## src/rtl/trace_uart_tx_if.sv

```systemverilog
// Capture bus carrying the retired-instruction pair from the CPU to the trace UART.
interface trace_uart_tx_if;
    logic [31:0] pc_in;
    logic [31:0] inst_in;
    logic        capture_en;

    modport master (output pc_in, output inst_in, output capture_en);
    modport slave  (input  pc_in, input  inst_in, input  capture_en);
endinterface

```

## src/rtl/trace_uart_tx.sv

```systemverilog
// Trace UART: buffers {pc, inst} records in a FIFO and sends each one as 8N1 bytes, MSB byte first.
// Define TRACE_SYNC_EN to prefix every record with the sync byte 0xA5.
module trace_uart_tx #(
    parameter int BAUD_DIV = 868,
    parameter int FIFO_AW  = 4
) (
    input  logic                  clk,
    input  logic                  rst,
    trace_uart_tx_if.slave        cap_bus,
    output logic                  uart_tx,
    output logic                  fifo_empty,
    output logic                  fifo_full,
    output logic                  overflow,
    output logic                  busy
);
    localparam int                 DEPTH     = 1 << FIFO_AW;
    localparam logic [15:0]        BAUD_LAST = 16'(BAUD_DIV - 1);
    localparam logic [FIFO_AW:0]   CNT_FULL  = (FIFO_AW + 1)'(DEPTH);
    localparam logic [FIFO_AW:0]   CNT_ONE   = (FIFO_AW + 1)'(1'b1);
    localparam logic [FIFO_AW-1:0] PTR_ONE   = FIFO_AW'(1'b1);
`ifdef TRACE_SYNC_EN
    localparam logic [3:0]         LAST_BYTE = 4'd8;
`else
    localparam logic [3:0]         LAST_BYTE = 4'd7;
`endif

    typedef enum logic [1:0] {
        S_IDLE  = 2'd0,
        S_START = 2'd1,
        S_DATA  = 2'd2,
        S_STOP  = 2'd3
    } state_t;

    logic [63:0]        mem_r [DEPTH];
    logic [FIFO_AW-1:0] wr_ptr_r;
    logic [FIFO_AW-1:0] rd_ptr_r;
    logic [FIFO_AW:0]   count_r;
    logic [FIFO_AW:0]   count_nxt_s;
    logic               fifo_empty_r;
    logic               fifo_full_r;
    logic               overflow_r;
    logic               push_s;
    logic               pop_s;

    state_t             state_r;
    logic [63:0]        rec_r;
    logic [3:0]         byte_idx_r;
    logic [2:0]         bit_idx_r;
    logic [2:0]         bit_nxt_s;
    logic [15:0]        baud_cnt_r;
    logic               baud_done_s;
    logic [7:0]         tx_byte_s;
    logic               uart_tx_r;
    logic               busy_r;

    assign uart_tx    = uart_tx_r;
    assign fifo_empty = fifo_empty_r;
    assign fifo_full  = fifo_full_r;
    assign overflow   = overflow_r;
    assign busy       = busy_r;

    // FIFO handshake decode; full/empty are pre-edge so a same-edge pop never admits a push into a full FIFO
    always_comb begin
        push_s      = cap_bus.capture_en & ~fifo_full_r;
        pop_s       = (state_r == S_IDLE) & ~fifo_empty_r;
        baud_done_s = (baud_cnt_r == BAUD_LAST);
        bit_nxt_s   = bit_idx_r + 3'd1;
        case ({push_s, pop_s})
            2'b10:   count_nxt_s = count_r + CNT_ONE;
            2'b01:   count_nxt_s = count_r - CNT_ONE;
            default: count_nxt_s = count_r;
        endcase
    end

    // Byte currently on the wire, selected by byte_idx in transmit order
    always_comb begin
        tx_byte_s = 8'h00;
        case (byte_idx_r)
`ifdef TRACE_SYNC_EN
            4'd0:    tx_byte_s = 8'hA5;
            4'd1:    tx_byte_s = rec_r[63:56];
            4'd2:    tx_byte_s = rec_r[55:48];
            4'd3:    tx_byte_s = rec_r[47:40];
            4'd4:    tx_byte_s = rec_r[39:32];
            4'd5:    tx_byte_s = rec_r[31:24];
            4'd6:    tx_byte_s = rec_r[23:16];
            4'd7:    tx_byte_s = rec_r[15:8];
            4'd8:    tx_byte_s = rec_r[7:0];
`else
            4'd0:    tx_byte_s = rec_r[63:56];
            4'd1:    tx_byte_s = rec_r[55:48];
            4'd2:    tx_byte_s = rec_r[47:40];
            4'd3:    tx_byte_s = rec_r[39:32];
            4'd4:    tx_byte_s = rec_r[31:24];
            4'd5:    tx_byte_s = rec_r[23:16];
            4'd6:    tx_byte_s = rec_r[15:8];
            4'd7:    tx_byte_s = rec_r[7:0];
`endif
            default: tx_byte_s = 8'h00;
        endcase
    end

    // Record storage; contents need no reset because the pointers define validity
    always_ff @(posedge clk) begin
        if (push_s) begin
            mem_r[wr_ptr_r] <= {cap_bus.pc_in, cap_bus.inst_in};
        end
    end

    // FIFO pointers, occupancy flags and sticky drop flag
    always_ff @(posedge clk) begin
        if (rst) begin
            wr_ptr_r     <= {FIFO_AW{1'b0}};
            rd_ptr_r     <= {FIFO_AW{1'b0}};
            count_r      <= {(FIFO_AW + 1){1'b0}};
            fifo_empty_r <= 1'b1;
            fifo_full_r  <= 1'b0;
            overflow_r   <= 1'b0;
        end else begin
            if (push_s) begin
                wr_ptr_r <= wr_ptr_r + PTR_ONE;
            end
            if (pop_s) begin
                rd_ptr_r <= rd_ptr_r + PTR_ONE;
            end
            count_r      <= count_nxt_s;
            fifo_empty_r <= (count_nxt_s == {(FIFO_AW + 1){1'b0}});
            fifo_full_r  <= (count_nxt_s == CNT_FULL);
            if (cap_bus.capture_en && fifo_full_r) begin
                overflow_r <= 1'b1;
            end
        end
    end

    // Transmit FSM with registered line and busy outputs
    always_ff @(posedge clk) begin
        if (rst) begin
            state_r    <= S_IDLE;
            rec_r      <= 64'h0;
            byte_idx_r <= 4'd0;
            bit_idx_r  <= 3'd0;
            baud_cnt_r <= 16'd0;
            uart_tx_r  <= 1'b1;
            busy_r     <= 1'b0;
        end else begin
            case (state_r)
                S_IDLE: begin
                    baud_cnt_r <= 16'd0;
                    if (pop_s) begin
                        rec_r      <= mem_r[rd_ptr_r];
                        byte_idx_r <= 4'd0;
                        state_r    <= S_START;
                        uart_tx_r  <= 1'b0;
                        busy_r     <= 1'b1;
                    end else begin
                        uart_tx_r <= 1'b1;
                        busy_r    <= 1'b0;
                    end
                end
                S_START: begin
                    if (baud_done_s) begin
                        baud_cnt_r <= 16'd0;
                        bit_idx_r  <= 3'd0;
                        state_r    <= S_DATA;
                        uart_tx_r  <= tx_byte_s[0];
                    end else begin
                        baud_cnt_r <= baud_cnt_r + 16'd1;
                    end
                end
                S_DATA: begin
                    if (baud_done_s) begin
                        baud_cnt_r <= 16'd0;
                        if (bit_idx_r == 3'd7) begin
                            state_r   <= S_STOP;
                            uart_tx_r <= 1'b1;
                        end else begin
                            bit_idx_r <= bit_nxt_s;
                            uart_tx_r <= tx_byte_s[bit_nxt_s];
                        end
                    end else begin
                        baud_cnt_r <= baud_cnt_r + 16'd1;
                    end
                end
                S_STOP: begin
                    if (baud_done_s) begin
                        baud_cnt_r <= 16'd0;
                        if (byte_idx_r < LAST_BYTE) begin
                            byte_idx_r <= byte_idx_r + 4'd1;
                            state_r    <= S_START;
                            uart_tx_r  <= 1'b0;
                        end else begin
                            state_r   <= S_IDLE;
                            uart_tx_r <= 1'b1;
                            busy_r    <= 1'b0;
                        end
                    end else begin
                        baud_cnt_r <= baud_cnt_r + 16'd1;
                    end
                end
                default: begin
                    state_r    <= S_IDLE;
                    baud_cnt_r <= 16'd0;
                    uart_tx_r  <= 1'b1;
                    busy_r     <= 1'b0;
                end
            endcase
        end
    end
endmodule

```

## src/flat_wrapper.sv

```systemverilog
// flat-port wrapper written by rule: the top's interface ports become plain ports
module trace_uart_tx_flat 
#(
    parameter int BAUD_DIV = 868,
    parameter int FIFO_AW  = 4
)
  (clk, rst, uart_tx, fifo_empty, fifo_full, overflow, busy, cap_bus_pc_in, cap_bus_inst_in, cap_bus_capture_en);
  trace_uart_tx_if cap_bus_i ();
  input  logic clk;
  input  logic rst;
  output logic uart_tx;
  output logic fifo_empty;
  output logic fifo_full;
  output logic overflow;
  output logic busy;
  input wire logic [$bits(cap_bus_i.pc_in)-1:0] cap_bus_pc_in;
  input wire logic [$bits(cap_bus_i.inst_in)-1:0] cap_bus_inst_in;
  input wire logic [$bits(cap_bus_i.capture_en)-1:0] cap_bus_capture_en;
  assign cap_bus_i.pc_in = cap_bus_pc_in;
  assign cap_bus_i.inst_in = cap_bus_inst_in;
  assign cap_bus_i.capture_en = cap_bus_capture_en;
  trace_uart_tx #(.BAUD_DIV(BAUD_DIV), .FIFO_AW(FIFO_AW)) u_core (.clk(clk), .rst(rst), .cap_bus(cap_bus_i), .uart_tx(uart_tx), .fifo_empty(fifo_empty), .fifo_full(fifo_full), .overflow(overflow), .busy(busy));
endmodule
```

## config.mk

```make
export PLATFORM = sky130hd
export DESIGN_NAME = trace_uart_tx_flat
export DESIGN_NICKNAME = d
export VERILOG_FILES = /design/src/rtl/trace_uart_tx_if.sv /design/src/rtl/trace_uart_tx.sv /design/src/flat_wrapper.sv
export SDC_FILE = /design/constraint.sdc
export NUM_CORES = 1
export LEC_CHECK = 0
export BUFFER_PORTS_ARGS = -buffer_cell sky130_fd_sc_hd__buf_4
export CAP_MARGIN = 20
export CORE_ASPECT_RATIO = 1.1
export CORE_MARGIN = 4
export CORE_UTILIZATION = 42
export CTS_CLUSTER_DIAMETER = 50
export CTS_CLUSTER_SIZE = 20
export DETAILED_ROUTE_END_ITERATION = 10
export MAX_ROUTING_LAYER = met4
export PLACE_DENSITY_LB_ADDON = 0.08
export SYNTH_ARGS = -nofsm -noshare
export SYNTH_HDL_FRONTEND = slang
export SYNTH_SLANG_ARGS = --single-unit
```

## constraint.sdc

```tcl
create_clock -name clk -period 5.6 [get_ports clk]
set_clock_uncertainty 0.05 [all_clocks]
set_input_delay 0.56 -clock clk [delete_from_list [all_inputs] [get_ports clk]]
set_output_delay 0.56 -clock clk [all_outputs]
set_load 0.02 [all_outputs]
```

; ---- After elaboration in Yosys (flattened, before gate mapping)
; Memories as Yosys holds them, arrays and structs flattened. A register that Yosys moved wholly into a read port is not among the register bits.
; Index checks and enable logic that the tools add are counted.
[totals]
elab_cells = 96
regBits = 43
memories = 1
mem_bits_rw = 1024
input_bits = 67
out_inout_bits = 5
[mem_list]
columns = memory, words, word_bits, read_ports, rd_clocked_by_memory_dff, write_ports, line
row1 = u_core.mem_r, 16, 64, 1, 1, 1, trace_uart_tx.sv:34  ; logic [63:0] mem_r [DEPTH];
[classes]
eq_ne = 23
n_mux = 34
bitwise_logic = 4
addsub = 7
order_cmp = 2
reduce_logical = 13
[ops]
columns = operator, count
row1 = 8-bit case mux with 8 select lines, 1
row2 = 16-bit case mux with 2 select lines, 1
row3 = 16-bit by 1-bit adder with 16-bit output (second input constant), 1
row4 = 16-bit by 10-bit == test with 1-bit output (second input constant), 1
row5 = 4-bit by 3-bit == test with 1-bit output (second input constant), 4
row6 = 16-bit two-way mux, 1
row7 = 1-bit two-way mux, 13
row8 = 4-bit by 1-bit adder with 4-bit output (second input constant), 3
row9 = 4-bit two-way mux, 3
row10 = 2-bit by 1-bit inequality test with 1-bit output (second input constant), 6
row11 = 2-bit two-way mux, 5
row12 = 5-bit case mux with 2 select lines, 1
row13 = 3-bit two-way mux, 3
row14 = 4-bit by 2-bit == test with 1-bit output (second input constant), 2
row15 = 2-bit case mux with 4 select lines, 1
row16 = 4-bit case mux with 2 select lines, 1
row17 = 4-bit AND reduction, 2
row18 = 2-bit == test (second input constant), 3
row19 = 3-bit case mux with 2 select lines, 1
row20 = 3-bit AND reduction, 2
row21 = 5-bit by 1-bit adder with 5-bit output (second input constant), 1
row22 = 5-bit == test (second input constant), 1
row23 = 5-bit zero test, 1
row24 = 5-bit AND reduction, 1
row25 = 19 further kinds, 24

; ---- Depth between registers and ports, before layout
; Gate-level depths: netlist of run 1.
[logic_depth]
ltp_word = 7
depth_mapped = 14
depth_no_buf = 13

; ---- Worst setup path before layout of run 1
; Ideal clock, no wire load.
[synth_path]
path_type = in2reg
startpoint = in cap_bus_capture_en
endpoint = mem u_core.mem_r[3][0] (enable)
stages = 4
slack_ns = -0.487
t_arrival_ns = 5.472
n_path_buf = 1
setup_ns = 0.565
required_ns = 4.985
path_cell_list = nor2b_1 clkbuf_1 nand2_1 nor3_1
[synth_via]
elab_chain_cells = 3
[synth_lines]
columns = item, line
row1 = start: declaration, flat_wrapper.sv:18  ; input wire logic [$bits(cap_bus_i.capture_en)-1:0] cap_bus_capture_en;
row2 = 1-bit bitwise AND, trace_uart_tx.sv:64  ; push_s = cap_bus.capture_en & ~fifo_full_r;
row3 = 1-bit two-way mux, trace_uart_tx.sv:105  ; if (push_s) begin
row4 = 1-bit two-way mux (implied by the code), trace_uart_tx.sv:106  ; mem_r[wr_ptr_r] <= {cap_bus.pc_in, cap_bus.inst_in};
row5 = end: declaration, trace_uart_tx.sv:34
; No other way between the ends.

; ---- Worst setup path after layout of run 1
[layout_path]
startpoint = reg u_core.state_r[1]
endpoint = reg u_core.fifo_full_r, in the netlist u_core.fifo_full
[layout_via]
elab_chain_cells = 5
word_cells_on_any_way = 6
[layout_lines]
columns = item, line
row1 = start: declaration, trace_uart_tx.sv:45  ; state_t state_r;
row2 = start signal: assignment, trace_uart_tx.sv:138  ; state_r <= S_IDLE;
row3 = start signal: assignment, trace_uart_tx.sv:152  ; state_r <= S_START;
row4 = start signal: assignment, trace_uart_tx.sv:164  ; state_r <= S_DATA;
row5 = 2-bit zero test (*), trace_uart_tx.sv:65  ; pop_s = (state_r == S_IDLE) & ~fifo_empty_r;
row6 = 1-bit bitwise AND (*), trace_uart_tx.sv:65
row7 = 2-bit by 1-bit == test with 1-bit output / 2-bit == test (equally long branches), trace_uart_tx.sv:68  ; case ({push_s, pop_s})
row8 = 5-bit case mux with 2 select lines (*), trace_uart_tx.sv:68
row9 = 5-bit == test (*), trace_uart_tx.sv:128  ; fifo_full_r <= (count_nxt_s == CNT_FULL);
row10 = end signal: assignment, trace_uart_tx.sv:128
row11 = end: declaration, trace_uart_tx.sv:40  ; logic fifo_full_r;
; Mark *: on every way between the ends. The rest lies on a longest branch, timed or not.
; A chain may end at the register's enable or synchronous reset.

==> metrics, run 1 <==
status=completed; Area growth syn-to-layout=14.5%; Post-Syn Area=43300 um^2; number of synthesis warnings=0; gpl congestion=0.762; EDFF count, synth=1024; Synth Flop Type=edfxtp_1; Finished Core Util=0.485; worst setup path category=register to register; unrepaired setup endpoints after global routing=no; CP Max Fanout=8; Post-CTS Setup Bufs=0; core area=102000 um^2; worst-margin pin slew=1.06 ns; Syn Nets=2135; Highest Clock Rate=0.323 GHz; Worst EP required=6.19 ns; Residual DRC=0; initial antenna violation count=1; total routed wirelength=103000 um; register area share after synthesis=0.760; post-synthesis instance total=2046; Max-slew headroom=0.297; Hold Path Class=input pin to register; TritonRoute pass-1 iters=5; Clk network pwr share=0.365; layout cells sized above 1=0.294; final cycle utilization of the critical path=0.553; final setup TNS=0 ns; Lkg Pwr=0.0152 uW; worst vdd ir=0.000401 V; die height=345 um; clock period minus worst slack=3.10 ns; port buffer count=71; Clock Tree Root=clkbuf_16; register share of total power=0.472; biggest cell delay along the critical path=0.47 ns; via count=20393; post-synth cell types=54; drt wl/cell=28.4 um; HPWL Detailed=55000 um; CTS Sinks=1131; total power=21100 uW; Iter 0 DRT Violations=1784; crit-path cells=inv_1, ha_1, nand2b_2, clkinv_2, ha_1, ha_1, nor2b_1, o21ai_0, a21oi_1, or4_1, a21oi_1, and2_1; GRT Total Usage=0.198; wire length of the first global-routing pass=151000 um; Initial Util=0.423; CP Capture Type=register; commonest non-fill, non-tap cell in the layout=edfxtp_1; Hold Vio Cnt, Final=0; TritonCTS buffer count=110; internal power=15300 uW; Die Footprint=108000 um^2; CP Data Arrival Time=3.68 ns; TritonCTS clock tree=done; Switch Pwr=5740 uW; crit start category=register; PostCTS Resize Cnt=0; overall die width=314 um; Routed Antenna Nets=0; Final setup viols=0; largest net degree at the start of global routing=74; flops & latches, synth=1131; CTS max path bufs=3; I/O pin total=72; grt ovf=0; final hold slack=0.0680 ns; CP delay by family, top=simple AND/OR/NAND/NOR gates; worst path bufs/invs=2; fin nets=2251; pre-CTS WS=2.15 ns; Fillers=8376; worst skew pair latency=0.71 ns; CTS Hold Buffers Added=0; Avg Inst Size Synth=21.1 um^2; most used cell, CP=ha_1; Gate power share=0.163; Slowest-stage cell, CP=or4_1; FFs w/ async S/R, synth=0; most frequent cells in the layout=1024 x edfxtp_1, 320 x mux4_2, 150 x nand2_1, 110 x clkbuf_16, 107 x buf_4; std cell rows=123; Vias/cell=5.61; worst setup margin=2.50 ns; Sw Share=0.273; CTS clk-pin slew, worst paths=0.07 ns; H-tree Lvls=3; PwrDens=425 nW/um^2; max cap viols=0; Max Transition Viols Final=0; number of global-route vias before repair=21432
==> layer usage <==
layer  vias up  routed length, um  global-route usage  share of wire
li1       8725                  -                   -              -
met1     11068              44700               0.269           0.43
met2       470              51700               0.322           0.50
met3       130               4550              0.0274          0.044
met4         0               2270              0.0514          0.022
met5         -                  0                   -              0
==> area by class of cell <==
| class | count | area (um^2) | share of cell area |
|---|---|---|---|
| inverters | 16 | 61.3 | 0.00124 |
| flip-flops and latches | 1131 | 32900 | 0.664 |
| well taps | 1375 | 1720 | 0.0347 |
| diodes | 1 | 2.50 | 0.0000505 |
| multi-input cells | 784 | 9990 | 0.202 |
| repair buffers | 119 | 1040 | 0.0211 |
| clock inverters | 90 | 1030 | 0.0207 |
| clock buffers | 120 | 2790 | 0.0563 |
==> flip-flops by register name, indices dropped and copies added, names as in the netlist <==
signal             flops
u_core.baud_cnt_r     16
u_core.bit_idx_r       3
u_core.busy            1
u_core.byte_idx_r      4
u_core.count_r         5
u_core.fifo_empty      1
u_core.fifo_full       1
u_core.mem_r        1024
u_core.overflow        1
u_core.rd_ptr_r        4
u_core.rec_r          64
u_core.state_r         2
u_core.uart_tx         1
u_core.wr_ptr_r        4
==> stage by stage <==
stage / area [um^2] / instances
3_5_place_dp: 45700 / 3425
4_1_cts: 49500 / 3635
2_1_floorplan: 43300 / 2046
3_3_place_gp: 45700 / 3425
5_1_grt: 49500 / 3636
6_report: 49500 / 3636
==> Yosys cell counts, drive strengths merged (4+ instances only) <==
master / instances / area, um^2
edfxtp: 1024 / 30700
mux4: 320 / 7210
nand2: 151 / 569
dfxtp: 107 / 2140
a21oi: 85 / 425
clkbuf: 73 / 274
nor2: 55 / 206
buf: 42 / 193
ha: 21 / 263
inv: 16 / 60.1
xor2: 15 / 131
a22oi: 11 / 82.6
mux2i: 9 / 90.1
o21ai: 9 / 45.0
and3: 8 / 50.1
nor3: 8 / 40.0
nand2b: 7 / 43.8
nand4: 7 / 43.8
a221oi: 6 / 70.1
xnor2: 6 / 52.6
a222oi: 5 / 50.1
a31oi: 5 / 31.3
nor2b: 5 / 31.3
or3: 5 / 31.3
a211oi: 4 / 30.0
nand3: 4 / 20.0
nand3b: 4 / 30.0
o221ai: 4 / 35.0
==> worst paths after layout <==
path | start | end | slack (ns) | depth (start not counted)
min reg2reg | u_core.rec_r[62]$_SDFFE_PP0P_ | u_core.rec_r[62]$_SDFFE_PP0P_ | 0.41 | 2
max reg2reg | u_core.state_r[1]$_SDFFE_PP0P_ | u_core.fifo_full$_SDFF_PP0_ | 2.50 | 12
max | u_core.state_r[1]$_SDFFE_PP0P_ | u_core.fifo_full$_SDFF_PP0_ | 2.50 | 12
min | cap_bus_capture_en | u_core.overflow$_SDFFE_PP0P_ | 0.07 | 3
==> tightest hold or removal path: cells and delay by family <==
family	cells	cell delay (ns)
AND/OR/NAND/NOR	1	0.07
AO/OA/AOI/OAI	1	0.05
buffers and inverters	1	0.10
==> cell families (layout without fill, tap and decap cells) <==
kind of cell | Yosys count | after routing | synth area share
DFF | 1131 | 1131 | 0.760
muxes | 330 | 330 | 0.169
and+or+nand+nor | 265 | 265 | 0.0269
AOI/OAI and AO/OA | 146 | 146 | 0.0211
buffers and inverters | 131 | 345 | 0.0122
adders and majority gates | 22 | 22 | 0.00653
xor gates and xnor gates | 21 | 21 | 0.00425
other | 0 | 1 | 0
==> power groups by stage <==
| stage | sequential (uW) | combinational [uW] | clock (uW) |
|---|---|---|---|
| 2_1_floorplan | 9910 | 2530 | 0 |
| 3_3_place_gp | 10100 | 3480 | 0 |
| 3_5_place_dp | 10100 | 3510 | 0 |
| 4_1_cts | 9960 | 3510 | 7880 |
| 5_1_grt | 9980 | 3720 | 8250 |
| 6_report | 9950 | 3430 | 7680 |
Note: power is estimated with default switching activity, not from simulation.
==> run 2: changes to the inputs <==
- clock period: 5.6 -> 3.25 ns (I/O delays scaled with it)
==> run 2 against run 1 <==
Effect of this change: die area unchanged; critical endpoint unchanged; fmax up 3.2%; sequential share of layout area down 1.8 points; first-iteration DRC count did not move; clock-buffer cell count increased by 13; design area increased by 2.7%; routed wire length up 0.26%.
==> metrics, run 2 (synthesis results as in run 1) <==
r2r setup slk=0.25 ns (-2.25 ns); max reg flops=1024 (unchanged); status=completed; fin nets=2338 (+3.9%); Area growth syn-to-layout=17.6%; Clock Tree Root=clkbuf_16; Residual DRC=0 (unchanged); post-route insts no fill=3729 (+2.6%); Highest Clock Rate=0.333 GHz (+3.2%); worst vdd ir=0.000447 V (+12%); Reg with most FFs=u_core.mem_r; layout cells sized above 1=0.294 (about the same); TritonCTS buffer count=115 (+4.5%); TritonCTS clock tree=done; Lkg Pwr=0.0157 uW (+3.6%); unrepaired setup endpoints after global routing=no; top flop regs=u_core.mem_r x1024, u_core.rec_r x64, u_core.baud_cnt_r x16; crit start category=register; Switch Pwr=9840 uW (+71%); gpl congestion=0.771 (+1.1%); most used cell, CP=inv_1; register share of total power=0.460 (-0.012); crit-path cells=inv_1, ha_2, nand2b_2, clkinv_2, ha_1, inv_1, fa_1, nor2b_1, o21ai_0, and3_1, or4_1, a21oi_1, and2_1; CP Capture Type=register; Sw Share=0.266 (-0.00636); drt wl/cell=27.7 um (-2.2%); biggest cell delay along the critical path=0.42 ns (-0.05 ns); Max-slew headroom=0.335 (+0.0384); HPWL Detailed=53200 um (-3.2%); Post-CTS Setup Bufs=0 (unchanged); number of global-route vias before repair=21577 (+0.68%); via count=20826 (+2.1%); I/O pin total=72 (unchanged); Final setup viols=0 (unchanged); worst skew pair latency=0.69 ns (-0.02 ns); internal power=27100 uW (+77%); worst setup path category=register to register; initial antenna violation count=4 (+3); most frequent cells in the layout=1024 x edfxtp_1, 320 x mux4_2, 150 x nand2_1, 120 x clkbuf_16, 103 x dfxtp_1; GRT Total Usage=0.199 (+0.000454); core area=102000 um^2 (unchanged); Max Transition Viols Final=0 (unchanged); grt ovf=0 (unchanged); final hold slack=0.0630 ns (-0.00494 ns); Initial Util=0.423 (unchanged); CP Max Fanout=5 (-3); overall die width=314 um (unchanged); worst path bufs/invs=3 (+1); Routed Antenna Nets=0 (unchanged); Die Footprint=108000 um^2 (unchanged); commonest non-fill, non-tap cell in the layout=edfxtp_1; worst setup margin=0.251 ns (-2.25 ns); port buffer count=71 (unchanged); Vias/cell=5.58 (-0.42%); PwrDens=726 nW/um^2 (+71%); CP Data Arrival Time=3.57 ns (-0.11 ns); worst-margin pin slew=0.996 ns (-0.0590 ns); final cycle utilization of the critical path=0.923 (+0.370); CP delay by family, top=simple AND/OR/NAND/NOR gates; H-tree Lvls=3 (unchanged); met2 GRT Util=0.315 (-0.00664); placed cells=3442 (+0.50%); max cap viols=0 (unchanged); Hold Vio Cnt, Final=0 (unchanged); largest net degree at the start of global routing=72 (-2.7%); total routed wirelength=103000 um (+0.26%); wire length of the first global-routing pass=151000 um (+0.36%); die height=345 um (unchanged); CTS max path bufs=3 (unchanged); clock period minus worst slack=3.00 ns (-0.0967 ns); CTS Sinks=1131 (unchanged); Clk network pwr share=0.371 (+0.006); Gate power share=0.170 (+0.007); std cell rows=123 (unchanged); pre-CTS WS=0.264 ns (-1.89 ns); Iter 0 DRT Violations=1784 (unchanged); TritonRoute pass-1 iters=5 (unchanged); grt met3 use=0.0295 (+0.00204); gr busiest metal=met2; Worst EP required=3.82 ns (-2.37 ns); Hold Path Class=input pin to register; Slowest-stage cell, CP=or4_1; met1 usage=0.278 (+0.00924); CTS clk-pin slew, worst paths=0.06 ns (about the same)
## run 2: cell count changes in the layout (fill, tap and decap cells not counted), sizes merged
| cell | before | now |
|---|---|---|
| buf | 119 | 136 |
| diode | 1 | 4 |
| dlygate4sd3 | 0 | 65 |
| inv | 58 | 49 |
| clkinv | 34 | 39 |
| clkbuf | 120 | 133 |
| bufinv | 7 | 6 |
## run 2: stage by stage
stage	util	total power, uW	area, um^2	setup TNS (ns)
after CTS	0.498	37500	50900	0
final	0.498	36900	50900	0
after detailed placement	0.452	23700	46200	0
after global placement	0.452	23600	46200	0
after floorplan	-	21400	43300	-704.63
after global routing	0.498	38500	50900	0
## run 2: worst reg2reg max path, delay by kind of cell (launching register included)
| family | cells | cell delay, ns |
|---|---|---|
| DFF | 1 | 0.33 |
| buffers and inverters | 3 | 0.32 |
| AOI/OAI and AO/OA | 2 | 0.36 |
| and+or+nand+nor | 5 | 0.99 |
| adders and majority gates | 3 | 0.90 |
## run 2: path summary, 6_finish.rpt
kind,startpoint,endpoint,cells past startpoint
setup reg to reg,u_core.state_r[0]$_SDFFE_PP0P_,u_core.fifo_full$_SDFF_PP0_,13
setup / recovery,u_core.state_r[0]$_SDFFE_PP0P_,u_core.fifo_full$_SDFF_PP0_,13
hold reg to reg,u_core.rec_r[8]$_SDFFE_PP0P_,u_core.rec_r[8]$_SDFFE_PP0P_,2
hold / removal,rst,u_core.count_r[1]$_SDFF_PP0_,2
## run 2: per-layer routing
| layer | share of wire | up-vias |
|---|---|---|
| li1 | - | 8896 |
| met1 | 0.45 | 11385 |
| met2 | 0.49 | 432 |
| met3 | 0.044 | 113 |
| met4 | 0.015 | 0 |
| met5 | 0 | - |
## run 2: timing repair
action | in CTS | in global routing
endpoints found under the hold margin | 1025 | 0
setup endpoints to repair | 0 | 2
hold buffers | 65 | 0
resized for setup | 0 | 1
## run 2: power groups by stage
stage	registers (uW)	clock network, uW	logic (uW)
2_1_floorplan	17100	0	4360
3_3_place_gp	17300	0	6310
3_5_place_dp	17300	0	6360
4_1_cts	17000	14100	6450
5_1_grt	17000	14700	6830
6_report	17000	13700	6270
## run 2: final cells by class
cell class / count / area [um^2]
Fill cell: 8270 / 51300
Sequential cell: 1131 / 32900
Multi-Input combinational cell: 784 / 9990
Clock buffer: 133 / 3100
Timing Repair Buffer: 201 / 2150
Tap cell: 1375 / 1720
Clock inverter: 85 / 956
Inverter: 16 / 61.3
Antenna cell: 4 / 10.0
